$ cat src/rtl/comparator_pkg.sv
// Shared types and constants for the sequential magnitude comparator.
// Holds the two-state FSM encoding, the packed {lt, gt, eq} result type
// and the constant result codes used by the top level and slice_cmp.
package comparator_pkg;

    typedef enum logic {
        IDLE = 1'b0,
        SCAN = 1'b1
    } state_t;

    typedef struct packed {
        logic lt;
        logic gt;
        logic eq;
    } cmp_res_t;

    localparam cmp_res_t RES_EQ   = 3'b001;
    localparam cmp_res_t RES_GT   = 3'b010;
    localparam cmp_res_t RES_LT   = 3'b100;
    localparam cmp_res_t RES_NONE = 3'b000;

    // Resolves a fully equal compare using the lower-order cascade inputs.
    // cas_eq wins; otherwise lt/gt pass straight through, even when both
    // are set or both clear.
    function automatic cmp_res_t cascade_result(input logic cas_lt,
                                                input logic cas_gt,
                                                input logic cas_eq);
        cmp_res_t r;
        if (cas_eq) begin
            r = RES_EQ;
        end else begin
            r.lt = cas_lt;
            r.gt = cas_gt;
            r.eq = 1'b0;
        end
        return r;
    endfunction

endpackage

$ cat src/rtl/slice_cmp.sv
// Combinational compare of one SLICE-bit slice of the two operands.
// When signed_top is set the slice is the most significant one of a
// two's complement operand, so its MSB is inverted on both sides, which
// turns an unsigned compare into a signed one for that slice only.
module slice_cmp
    import comparator_pkg::*;
#(
    parameter int SLICE = 4
) (
    input  logic [SLICE-1:0] a,
    input  logic [SLICE-1:0] b,
    input  logic             signed_top,
    output cmp_res_t         res,
    output logic             equal
);

    logic [SLICE-1:0] a_adj;
    logic [SLICE-1:0] b_adj;

    // Apply the optional sign flip, then do a plain unsigned compare.
    always_comb begin
        a_adj = a;
        b_adj = b;
        if (signed_top) begin
            a_adj[SLICE-1] = ~a[SLICE-1];
            b_adj[SLICE-1] = ~b[SLICE-1];
        end
        res.lt = (a_adj < b_adj);
        res.gt = (a_adj > b_adj);
        res.eq = (a_adj == b_adj);
        equal  = (a_adj == b_adj);
    end

endmodule

$ cat src/rtl/seq_magnitude_comparator.sv
// Multi-cycle magnitude comparator for wide operands.
// Operands are captured on start and scanned MSB-first one SLICE-bit slice
// per clock; the scan stops at the first differing slice, and a fully
// equal compare is resolved from the cascade inputs.
// Optional feature: define COMPARATOR_SIGNED_EN to treat the operands as
// two's complement (only the top slice is compared signed).
module seq_magnitude_comparator
    import comparator_pkg::*;
#(
    parameter int WIDTH = 32,
    parameter int SLICE = 4
) (
    input  logic             clk,
    input  logic             rst,
    input  logic             start,
    input  logic [WIDTH-1:0] a,
    input  logic [WIDTH-1:0] b,
    input  logic             cas_lt,
    input  logic             cas_gt,
    input  logic             cas_eq,
    output logic             busy,
    output logic             done,
    output logic             lt,
    output logic             gt,
    output logic             eq
);

    localparam int NSLICE = WIDTH / SLICE;
    localparam int IDX_W  = (NSLICE > 1) ? $clog2(NSLICE) : 1;
    localparam logic [IDX_W-1:0] IDX_TOP = IDX_W'(NSLICE - 1);

    if ((WIDTH % SLICE) != 0 || SLICE < 1) begin : g_bad_width
        $error("seq_magnitude_comparator: WIDTH must be a multiple of SLICE");
    end

    state_t           state;
    logic [WIDTH-1:0] a_q;
    logic [WIDTH-1:0] b_q;
    logic             cas_lt_q;
    logic             cas_gt_q;
    logic             cas_eq_q;
    logic [IDX_W-1:0] idx;
    cmp_res_t         res_q;
    logic             done_q;

    logic [SLICE-1:0] a_slice;
    logic [SLICE-1:0] b_slice;
    logic             signed_top;
    cmp_res_t         slice_res;
    logic             slice_equal;

    // Select the slice currently being examined out of the captured operands.
    always_comb begin
        a_slice = '0;
        b_slice = '0;
        for (int i = 0; i < NSLICE; i++) begin
            if (idx == IDX_W'(i)) begin
                a_slice = a_q[i*SLICE +: SLICE];
                b_slice = b_q[i*SLICE +: SLICE];
            end
        end
    end

`ifdef COMPARATOR_SIGNED_EN
    assign signed_top = (idx == IDX_TOP);
`else
    assign signed_top = 1'b0;
`endif

    slice_cmp #(
        .SLICE (SLICE)
    ) u_slice_cmp (
        .a          (a_slice),
        .b          (b_slice),
        .signed_top (signed_top),
        .res        (slice_res),
        .equal      (slice_equal)
    );

    // Capture on start, walk the slices down, and publish the result with a
    // one-cycle done pulse; results are held between compares.
    always_ff @(posedge clk or posedge rst) begin
        if (rst) begin
            state    <= IDLE;
            a_q      <= '0;
            b_q      <= '0;
            cas_lt_q <= 1'b0;
            cas_gt_q <= 1'b0;
            cas_eq_q <= 1'b0;
            idx      <= IDX_TOP;
            res_q    <= RES_NONE;
            done_q   <= 1'b0;
        end else begin
            done_q <= 1'b0;
            case (state)
                IDLE: begin
                    if (start) begin
                        a_q      <= a;
                        b_q      <= b;
                        cas_lt_q <= cas_lt;
                        cas_gt_q <= cas_gt;
                        cas_eq_q <= cas_eq;
                        idx      <= IDX_TOP;
                        state    <= SCAN;
                    end
                end
                SCAN: begin
                    if (!slice_equal) begin
                        res_q  <= slice_res;
                        done_q <= 1'b1;
                        state  <= IDLE;
                    end else if (idx != '0) begin
                        idx <= idx - 1'b1;
                    end else begin
                        res_q  <= cascade_result(cas_lt_q, cas_gt_q, cas_eq_q);
                        done_q <= 1'b1;
                        state  <= IDLE;
                    end
                end
                default: begin
                    state <= IDLE;
                end
            endcase
        end
    end

    assign busy = (state == SCAN);
    assign done = done_q;
    assign lt   = res_q.lt;
    assign gt   = res_q.gt;
    assign eq   = res_q.eq;

endmodule

$ cat config.mk
export PLATFORM = sky130hd
export DESIGN_NAME = seq_magnitude_comparator
export DESIGN_NICKNAME = d
export VERILOG_FILES = /design/src/rtl/comparator_pkg.sv /design/src/rtl/slice_cmp.sv /design/src/rtl/seq_magnitude_comparator.sv
export SDC_FILE = /design/constraint.sdc
export NUM_CORES = 1
export LEC_CHECK = 0
export CELL_PAD_IN_SITES_DETAIL_PLACEMENT = 1
export CELL_PAD_IN_SITES_GLOBAL_PLACEMENT = 1
export CORE_MARGIN = 4
export CORE_UTILIZATION = 41
export CTS_CLUSTER_DIAMETER = 80
export DETAILED_ROUTE_END_ITERATION = 10
export PLACE_DENSITY_LB_ADDON = 0.1
export SYNTH_ARGS = -nofsm -noshare
export SYNTH_HDL_FRONTEND = slang
export SYNTH_HIERARCHICAL = 1
export SYNTH_SLANG_ARGS = --single-unit
export TNS_END_PERCENT = 100
$ cat constraint.sdc
create_clock -name clk -period 3.4 [get_ports clk]
set_input_delay 0.51 -clock clk [delete_from_list [all_inputs] [get_ports clk]]
set_output_delay 0.51 -clock clk [all_outputs]
set_load 0.02 [all_outputs]
==> out/metrics.csv, run 1 <==
metric,value,unit
yosys_warnings,6,
crit_required,3700,ps
hpwl,6790,um
period_needed,3250,ps
die_h,104,um
drt_wl_total,9040,um
syn_area,3760,um^2
preCtsSetupSlack,93.7,ps
fin_tns_setup,0,ps
ir_drop,291,uV
drcViolationCount,0,
die_area,10800,um^2
drive_gt1_share,13.6,%
cts.sinks,75,
max_cap_violations,0,
critical_path.most_common_cell,buf_4,
grt_overflow_total,0,
seq_area,1880,um^2
post-route-period-util,95.5,%
portBuffers,74,
clk_latency,360,ps
clock.fmax,308,MHz
pin_count,75,
drtIter0Drc,124,
gp_congestion,0.765,
layout-area-overhead-vs-synth,29.6,%
power_density,852,nW/um^2
slew_viol_final,0,
final_common_cell,clkdlybuf4s50_1,
synth-async-reset-ratio,100,%
crit_path_end_kind,register,
grt_pass1_wl,15000,um
rsz0062_at_grt,no,
post_drt_wl_per_cell,17.7,um
yosys.area.top_type_share,47.9,%
final_nets,476,
synth_cells,316,
cpMaxStageDelayCell,dfstp_2,
tightest_slew,708,ps
cts_tree,yes,
antenna_found_initial,0,
hold_class,reg -> reg,
yosysTopAreaCell,dfrtp_1,
fillers,952,
grt_pass1_vias,2909,
leakage,2.03,nW
antenna_left,0,
skew,11.5,ps
vias_per_cell,5.34,
setup_ws,152,ps
start_kind,register,
syn_avg_cell_area,11.9,um^2
fp.dieW,104,um
crit_path_cell_trace,inv_2 -> ha_2 -> buf_4 -> a21o_1 -> a222oi_1 -> o41ai_2 -> a22o_1 -> ha_1 -> nand2_1 -> nor4b_4 -> buf_4 -> o211ai_1 -> a21oi_1 -> o22a_1,
cts_max_level,3,
setup_violations,0,
synthTopCellsByArea,"dfrtp_1 (48%), mux2_1 (19%), ha_1 (2.7%)",
crit_fanout,11,
clockBufferDepth,2,
synth-edff-count,0,
final-hold-violation-count,0,
synth.distinct_cells,50,
numCtsBuffers,9,
cp.arrival,3550,ps
grt_max_degree,72,
largestRegisters,"a_q: 32 flops, b_q: 32 flops, idx: 3 flops",
final_cell_mix,"clkdlybuf4s50_1 (74), dfrtp_1 (72), mux2_1 (63), nand2_1 (25), a21oi_1 (16)",
status,finished clean,
ys.flop_type,dfrtp_1,
cts_root_buf,clkbuf_8,
setup.worst_path.class,reg -> reg,
max_stage_delay,560,ps
ys_seq_area_share,50.0,%
coreArea,8850,um^2
slew-limit-headroom,52.7,%
num_vias,2730,
drtPass1Iterations,4,
fp-row-count,34,
n_antenna_cell,0,
grtUsageTotal,17.5,%
clk_pin_slew_worst_paths,80,ps
initial_core_util,42.5,%
multi_input_area,1700,um^2
ys_seq_elements,75,
## Yosys cell counts (3+ instances only)
library cell   n
dfrtp_1       72
nand3b_1       3
dfstp_2        3
buf_2         10
nor2b_1        7
a32o_1         3
a221oi_2       4
ha_1           8
a221oi_1       3
o31ai_1        3
o211ai_1       6
nor2_1         5
o21ai_0       14
a21oi_1       16
mux2_1        63
o21ai_1        9
nand2_1       25
inv_1         16
buf_6          8
## metal layers
metal	GRT usage [%]	vias up	wire length, um
met5	0	-	0
li1	-	1300	-
met1	22.8	1351	3950
met2	28.5	66	4520
met4	5.70	0	132
met3	4.66	13	431
## through the flow
stage / cell area [um^2] / power [W] / util, % / instances / hold slack, ps
final: 4880 / 0.00416 / 55.2 / 511 / 489
after global routing: 4880 / 0.00449 / 55.2 / 511 / 511
after CTS: 4820 / 0.00411 / 54.4 / 507 / 495
after detailed placement: 4620 / 0.00339 / 52.2 / 491 / 476
after global placement: 4620 / 0.00332 / 52.2 / 491 / 463
after floorplan: 3770 / 0.00283 / - / 317 / 449
## kinds of logic after synthesis
group | after synthesis | share of synthesized area, %
buffers and inverters | 38 | 5.92
and+or+nand+nor | 55 | 8.21
other | 1 | 0.0996
muxes | 64 | 19.1
DFF | 75 | 50.0
adders and majority gates | 8 | 2.66
AOI/OAI and AO/OA | 75 | 14.1
## path summary, 6_finish.rpt
kind	startpoint	end	slack, ps	depth (start not counted)
worst max-delay path	idx[1]	idx[2]	150	14
worst min-delay path	lt	lt	490	2
worst max register to register	idx[1]	idx[2]	150	14
worst min register to register	lt	lt	490	2
max in group asynchronous	rst	b_q[17]	1990	4
min in group asynchronous	rst	eq	590	2
## report_power, final
| group | switching (W) | internal, W | total [W] |
|---|---|---|---|
| logic | 0.000892 | 0.000920 | 0.00181 |
| registers | 0.000307 | 0.00134 | 0.00165 |
| clock network | 0.000350 | 0.000348 | 0.000698 |
## layout make-up
cell class / instances / area share [%]
well taps: 108 / 2.77
multi-input cells: 204 / 34.9
repair buffers: 91 / 18.4
clock inverters: 6 / 1.49
flip-flops and latches: 75 / 38.5
clock buffers: 10 / 2.61
inverters: 17 / 1.31
## what timing repair did
action | 4_1_cts | 5_1_grt
setup endpoints to repair | 0 | 8
resized for setup | 0 | 9
hold buffers | 0 | 0
buffers inserted | 0 | 4
## critical path, delay by kind of cell, from the launching register on
family,cells,cell delay (ps)
AO/OA/AOI/OAI,7,1290
AND/OR/NAND/NOR,2,440
adder cells (fa/ha/maj),2,470
buffers and inverters,3,420
flip-flops,1,560
Power figures use the tool's default switching activity.
==> run 2, diff against run 1 <==
--- a/config.mk
+++ b/config.mk
@@ -7,8 +7,8 @@
 export LEC_CHECK = 0
 export CELL_PAD_IN_SITES_DETAIL_PLACEMENT = 1
 export CELL_PAD_IN_SITES_GLOBAL_PLACEMENT = 1
-export CORE_MARGIN = 4
-export CORE_UTILIZATION = 41
+export CORE_UTILIZATION = 42
+export CTS_BUF_LIST = sky130_fd_sc_hd__clkbuf_8
 export CTS_CLUSTER_DIAMETER = 80
 export DETAILED_ROUTE_END_ITERATION = 10
 export PLACE_DENSITY_LB_ADDON = 0.1
==> out/metrics.csv, run 2 (synthesized netlist as in run 1, its figures left out) <==
metric,value,unit
status,finished clean,
die_h,96.7,um
antenna_found_initial,0,
cpMaxStageDelayCell,dfstp_2,
setup_violations,0,
final-hold-violation-count,0,
crit_required,3680,ps
max_cap_violations,0,
grt_pass1_vias,2983,
crit_path_end_kind,register,
drtIter0Drc,63,
pin_count,75,
coreArea,8720,um^2
cts.sinks,75,
crit_fanout,11,
cts_hold_buf,0,
hold_class,reg -> reg,
fillers,928,
grt_overflow_total,0,
skew,8.29,ps
fp-row-count,34,
internal-power,0.00253,W
clockBufferDepth,2,
rsz0062_at_grt,no,
cts_tree,yes,
fin_hold_ws,492,ps
grt_max_degree,40,
final_nets,470,
portBuffers,74,
cp.arrival,3490,ps
cp_top_family,compound AO/OA/AOI/OAI gates,
total_power,0.00402,W
hpwl,6520,um
fp.dieW,96.7,um
drt_wl_total,8730,um
dp_cells,489,
tightest_slew,554,ps
slew_viol_final,0,
grtUsageTotal,20.1,%
die_area,9350,um^2
final_cell_mix,"clkdlybuf4s50_1 (74), dfrtp_1 (72), mux2_1 (63), nand2_1 (25)",
n_antenna_cell,0,
post-route-period-util,94.4,%
num_vias,2734,
power_density,841,nW/um^2
antenna_left,0,
layout.cells.non_filler,505,
max_stage_delay,580,ps
slew-limit-headroom,63.1,%
p_clk_share,17.0,%
leakage,2.00,nW
drcViolationCount,0,
setup.worst_path.class,reg -> reg,
period_needed,3210,ps
post_drt_wl_per_cell,17.3,um
clk_pin_slew_worst_paths,80,ps
largestRegisters,"a_q: 32 flops, b_q: 32 flops, idx: 3 flops",
grt_pass1_wl,14800,um
layout-area-overhead-vs-synth,26.9,%
start_kind,register,
path_buf_inv,3,
crit_path_cell_trace,inv_1 -> ha_1 -> nor2b_1 -> buf_4 -> a221oi_2 -> o22ai_1 -> a32o_1 -> ha_1 -> nor4b_4 -> buf_4 -> o211ai_1 -> a21oi_1 -> o22a_1,
ir_drop,285,uV
final_common_cell,clkdlybuf4s50_1,
gp_congestion,0.808,
combinationalPowerShare,42.1,%
switchingPower,0.00149,W
numCtsBuffers,9,
vias_per_cell,5.41,
cts_max_level,3,
clock.fmax,311,MHz
switching_share,37.0,%
drtPass1Iterations,4,
fin_tns_setup,0,ps
drive_gt1_share,10.8,%
seqPwrFrac,41.0,%
cts_root_buf,clkbuf_8,
initial_core_util,43.2,%
clk_latency,350,ps
[run 2: power by group through the flow]
stage          sequential, W  clock, W  combinational [W]
2_1_floorplan        0.00155         0            0.00128
3_3_place_gp         0.00165         0            0.00164
3_5_place_dp         0.00167         0            0.00170
4_1_cts              0.00165  0.000704            0.00171
5_1_grt              0.00170  0.000743            0.00189
6_report             0.00165  0.000681            0.00169
[run 2: worst paths after layout]
check,startpoint,end,slack (ps),cells past startpoint
max reg2reg,idx[0],idx[2],190,13
min,a_q[28],a_q[28],490,1
max,idx[0],idx[2],190,13
min reg2reg,a_q[28],a_q[28],490,1
min in group asynchronous,rst,done,590,3
max in group asynchronous,rst,idx[1],2430,3
[run 2: cell type report]
| class | count | area, um^2 | area share [%] |
|---|---|---|---|
| multi-input cells | 204 | 1680 | 35.2 |
| clock inverters | 6 | 56.3 | 1.18 |
| flip-flops and latches | 75 | 1880 | 39.4 |
| well taps | 108 | 135 | 2.83 |
| inverters | 17 | 63.8 | 1.34 |
| repair buffers | 85 | 823 | 17.2 |
| clock buffers | 10 | 138 | 2.88 |
[run 2: timing repair]
action | 4_1_cts | 5_1_grt
buffers inserted | 0 | 0
gates resized for setup | 0 | 1
endpoints found under the setup margin | 0 | 1
[run 2: metal layers]
layer | up-vias | GRT usage, % | part of all wire [%]
met5 | - | 0 | 0
met2 | 60 | 32.1 | 48
met3 | 14 | 3.68 | 3.4
met1 | 1379 | 27.0 | 47
li1 | 1281 | - | -
met4 | 0 | 8.38 | 2.1
[run 2: worst reg2reg max path, cell delays in order, from the launching register on]
cell and delay, ps:
dfstp_2 580, inv_1 80, ha_1 350, nor2b_1 200, buf_4 170, a221oi_2 260, o22ai_1 120, a32o_1 220
ha_1 320, nor4b_4 230, buf_4 180, o211ai_1 110, a21oi_1 170, o22a_1 150
[run 2: stage by stage]
step	setup slack [ps]	instance area [um^2]	util, %
4_1_cts	162	4770	54.7
3_5_place_dp	193	4580	52.5
6_report	189	4780	54.8
5_1_grt	5.54	4780	54.8
3_3_place_gp	268	4580	52.5
2_1_floorplan	369	3770	-
==> run 3, diff against run 2 <==
--- a/config.mk
+++ b/config.mk
@@ -7,10 +7,11 @@
 export LEC_CHECK = 0
 export CELL_PAD_IN_SITES_DETAIL_PLACEMENT = 1
 export CELL_PAD_IN_SITES_GLOBAL_PLACEMENT = 1
-export CORE_UTILIZATION = 42
+export CORE_UTILIZATION = 38
 export CTS_BUF_LIST = sky130_fd_sc_hd__clkbuf_8
 export CTS_CLUSTER_DIAMETER = 80
 export DETAILED_ROUTE_END_ITERATION = 10
+export GPL_TIMING_DRIVEN = 0
 export PLACE_DENSITY_LB_ADDON = 0.1
 export SYNTH_ARGS = -nofsm -noshare
 export SYNTH_HDL_FRONTEND = slang
==> constraint.sdc (replaced) <==
create_clock -name clk -period 2.85 [get_ports clk]
set_input_delay 0.4275 -clock clk [delete_from_list [all_inputs] [get_ports clk]]
set_output_delay 0.4275 -clock clk [all_outputs]
set_load 0.02 [all_outputs]
==> out/metrics.csv, run 3 (synthesized netlist as in run 1, its figures left out) <==
metric,value,unit
gp_congestion,0.762,
portBuffers,74,
num_vias,2811,
hold_class,in -> async,
grtUsageTotal,21.6,%
clk_latency,350,ps
cts_max_level,3,
crit_required,3140,ps
die_area,10300,um^2
fp-row-count,35,
cts.sinks,75,
drcViolationCount,0,
die_h,102,um
n_antenna_cell,0,
grt_pass1_wl,16400,um
pin_count,75,
start_kind,register,
clk_pin_slew_worst_paths,80,ps
hpwl,7110,um
fin_hold_ws,450,ps
power_density,1060,nW/um^2
status,"finished, violations left",
final-hold-violation-count,0,
leakage,2.15,nW
crit_fanout,4,
drt_wl_total,9890,um
fp.dieW,102,um
layout.cells.non_filler,549,
final_core_util,54.9,%
slew_viol_final,0,
setup_violations,8,
coreArea,9420,um^2
cp.arrival,3390,ps
period_needed,3100,ps
cts_root_buf,clkbuf_8,
cts_tree,yes,
ir_drop,380,uV
grt_max_degree,40,
antenna_left,0,
final_nets,493,
numCtsBuffers,9,
setup_ws,-247,ps
antenna_found_initial,0,
vias_per_cell,5.12,
rsz0062_at_grt,yes,
skew,7.50,ps
setup.worst_path.class,reg -> reg,
drtIter0Drc,96,
post_drt_wl_per_cell,18.0,um
final_common_cell,clkdlybuf4s50_1,
fin_area,5170,um^2
violations,setup timing,
final_cell_mix,"clkdlybuf4s50_1 (74), dfrtp_1 (72), mux2_1 (63), nand2_1 (22), a21oi_1 (15)",
max_cap_violations,0,
drive_gt1_share,19.5,%
clock.fmax,323,MHz
layout-area-overhead-vs-synth,37.2,%
initial_core_util,40.0,%
crit_path_end_kind,register,
clockBufferDepth,2,
placed_area,4730,um^2
drtPass1Iterations,4,
largestRegisters,"a_q: 32 flops, b_q: 32 flops, idx: 3 flops",
grt_overflow_total,0,
grt_pass1_vias,3042,
post-route-period-util,109,%
dp_cells,521,
## run 3: changes by cell type in the layout (fill, tap and decap cells not counted), moves of 3 or more
cell	change
ha_1	-3
inv_1	-5
buf_6	+13
buf_2	+4
nand2_1	-3
## run 3: final timing paths
check	startpoint	end	slack, ps	depth (start not counted)
min	rst	eq	450	2
max reg2reg	idx[0]	idx[2]	-250	14
max	idx[0]	idx[2]	-250	14
min reg2reg	b_q[9]	b_q[9]	480	1
max in group asynchronous	rst	a_q[29]	1810	3
min in group clk	b_q[9]	b_q[9]	480	1
## run 3: timing repair
item	in CTS	in global routing
resized for setup	9	18
cloned	0	0
hold buffers	0	0
setup buffers	10	2
pin swaps	8	6
setup endpoints to repair	8	8
## run 3: area by class of cell
class                      count  area, um^2
multi-input combinational    204        1740
buffer                        21         189
inverter                      17        72.6
clock buffer                  12         165
timing repair buffer          87         862
clock inverter                 4        95.1
sequential                    75        1880
tap                          129         161
fill                         966        4250
## run 3: routing by layer
| layer | GRT usage [%] | wire (um) |
|---|---|---|
| met1 | 29.1 | 4570 |
| met5 | 0 | 0 |
| met3 | 3.31 | 357 |
| met4 | 7.36 | 122 |
| met2 | 35.6 | 4830 |
## run 3: report_power, final
| group | switching (W) | internal (W) | total [W] |
|---|---|---|---|
| Combinational | 0.00122 | 0.00124 | 0.00246 |
| Sequential | 0.000345 | 0.00160 | 0.00195 |
| Clock | 0.000401 | 0.000652 | 0.00105 |
| Total | 0.00196 | 0.00349 | 0.00546 |
## run 3: per-stage QoR
step                power (W)  setup TNS, ps  worst slack (ps)
finish                0.00546          -1510              -247
global route          0.00586          -2870              -445
CTS                   0.00540          -1760              -267
detailed placement    0.00414          -3890              -614
global placement      0.00405         -59970              -785
floorplan             0.00343           -144             -88.5
## run 3: worst max-delay path: stages, from the launching register on
cell and delay, ps:
dfstp_2 600, inv_4 60, ha_4 160, buf_8 120, a21o_1 140, a222oi_1 260, o41ai_2 170, a22o_1 280
ha_1 290, nand2_2 60, nor4b_4 260, buf_4 190, o211ai_1 120, a21oi_1 170, o22a_1 150
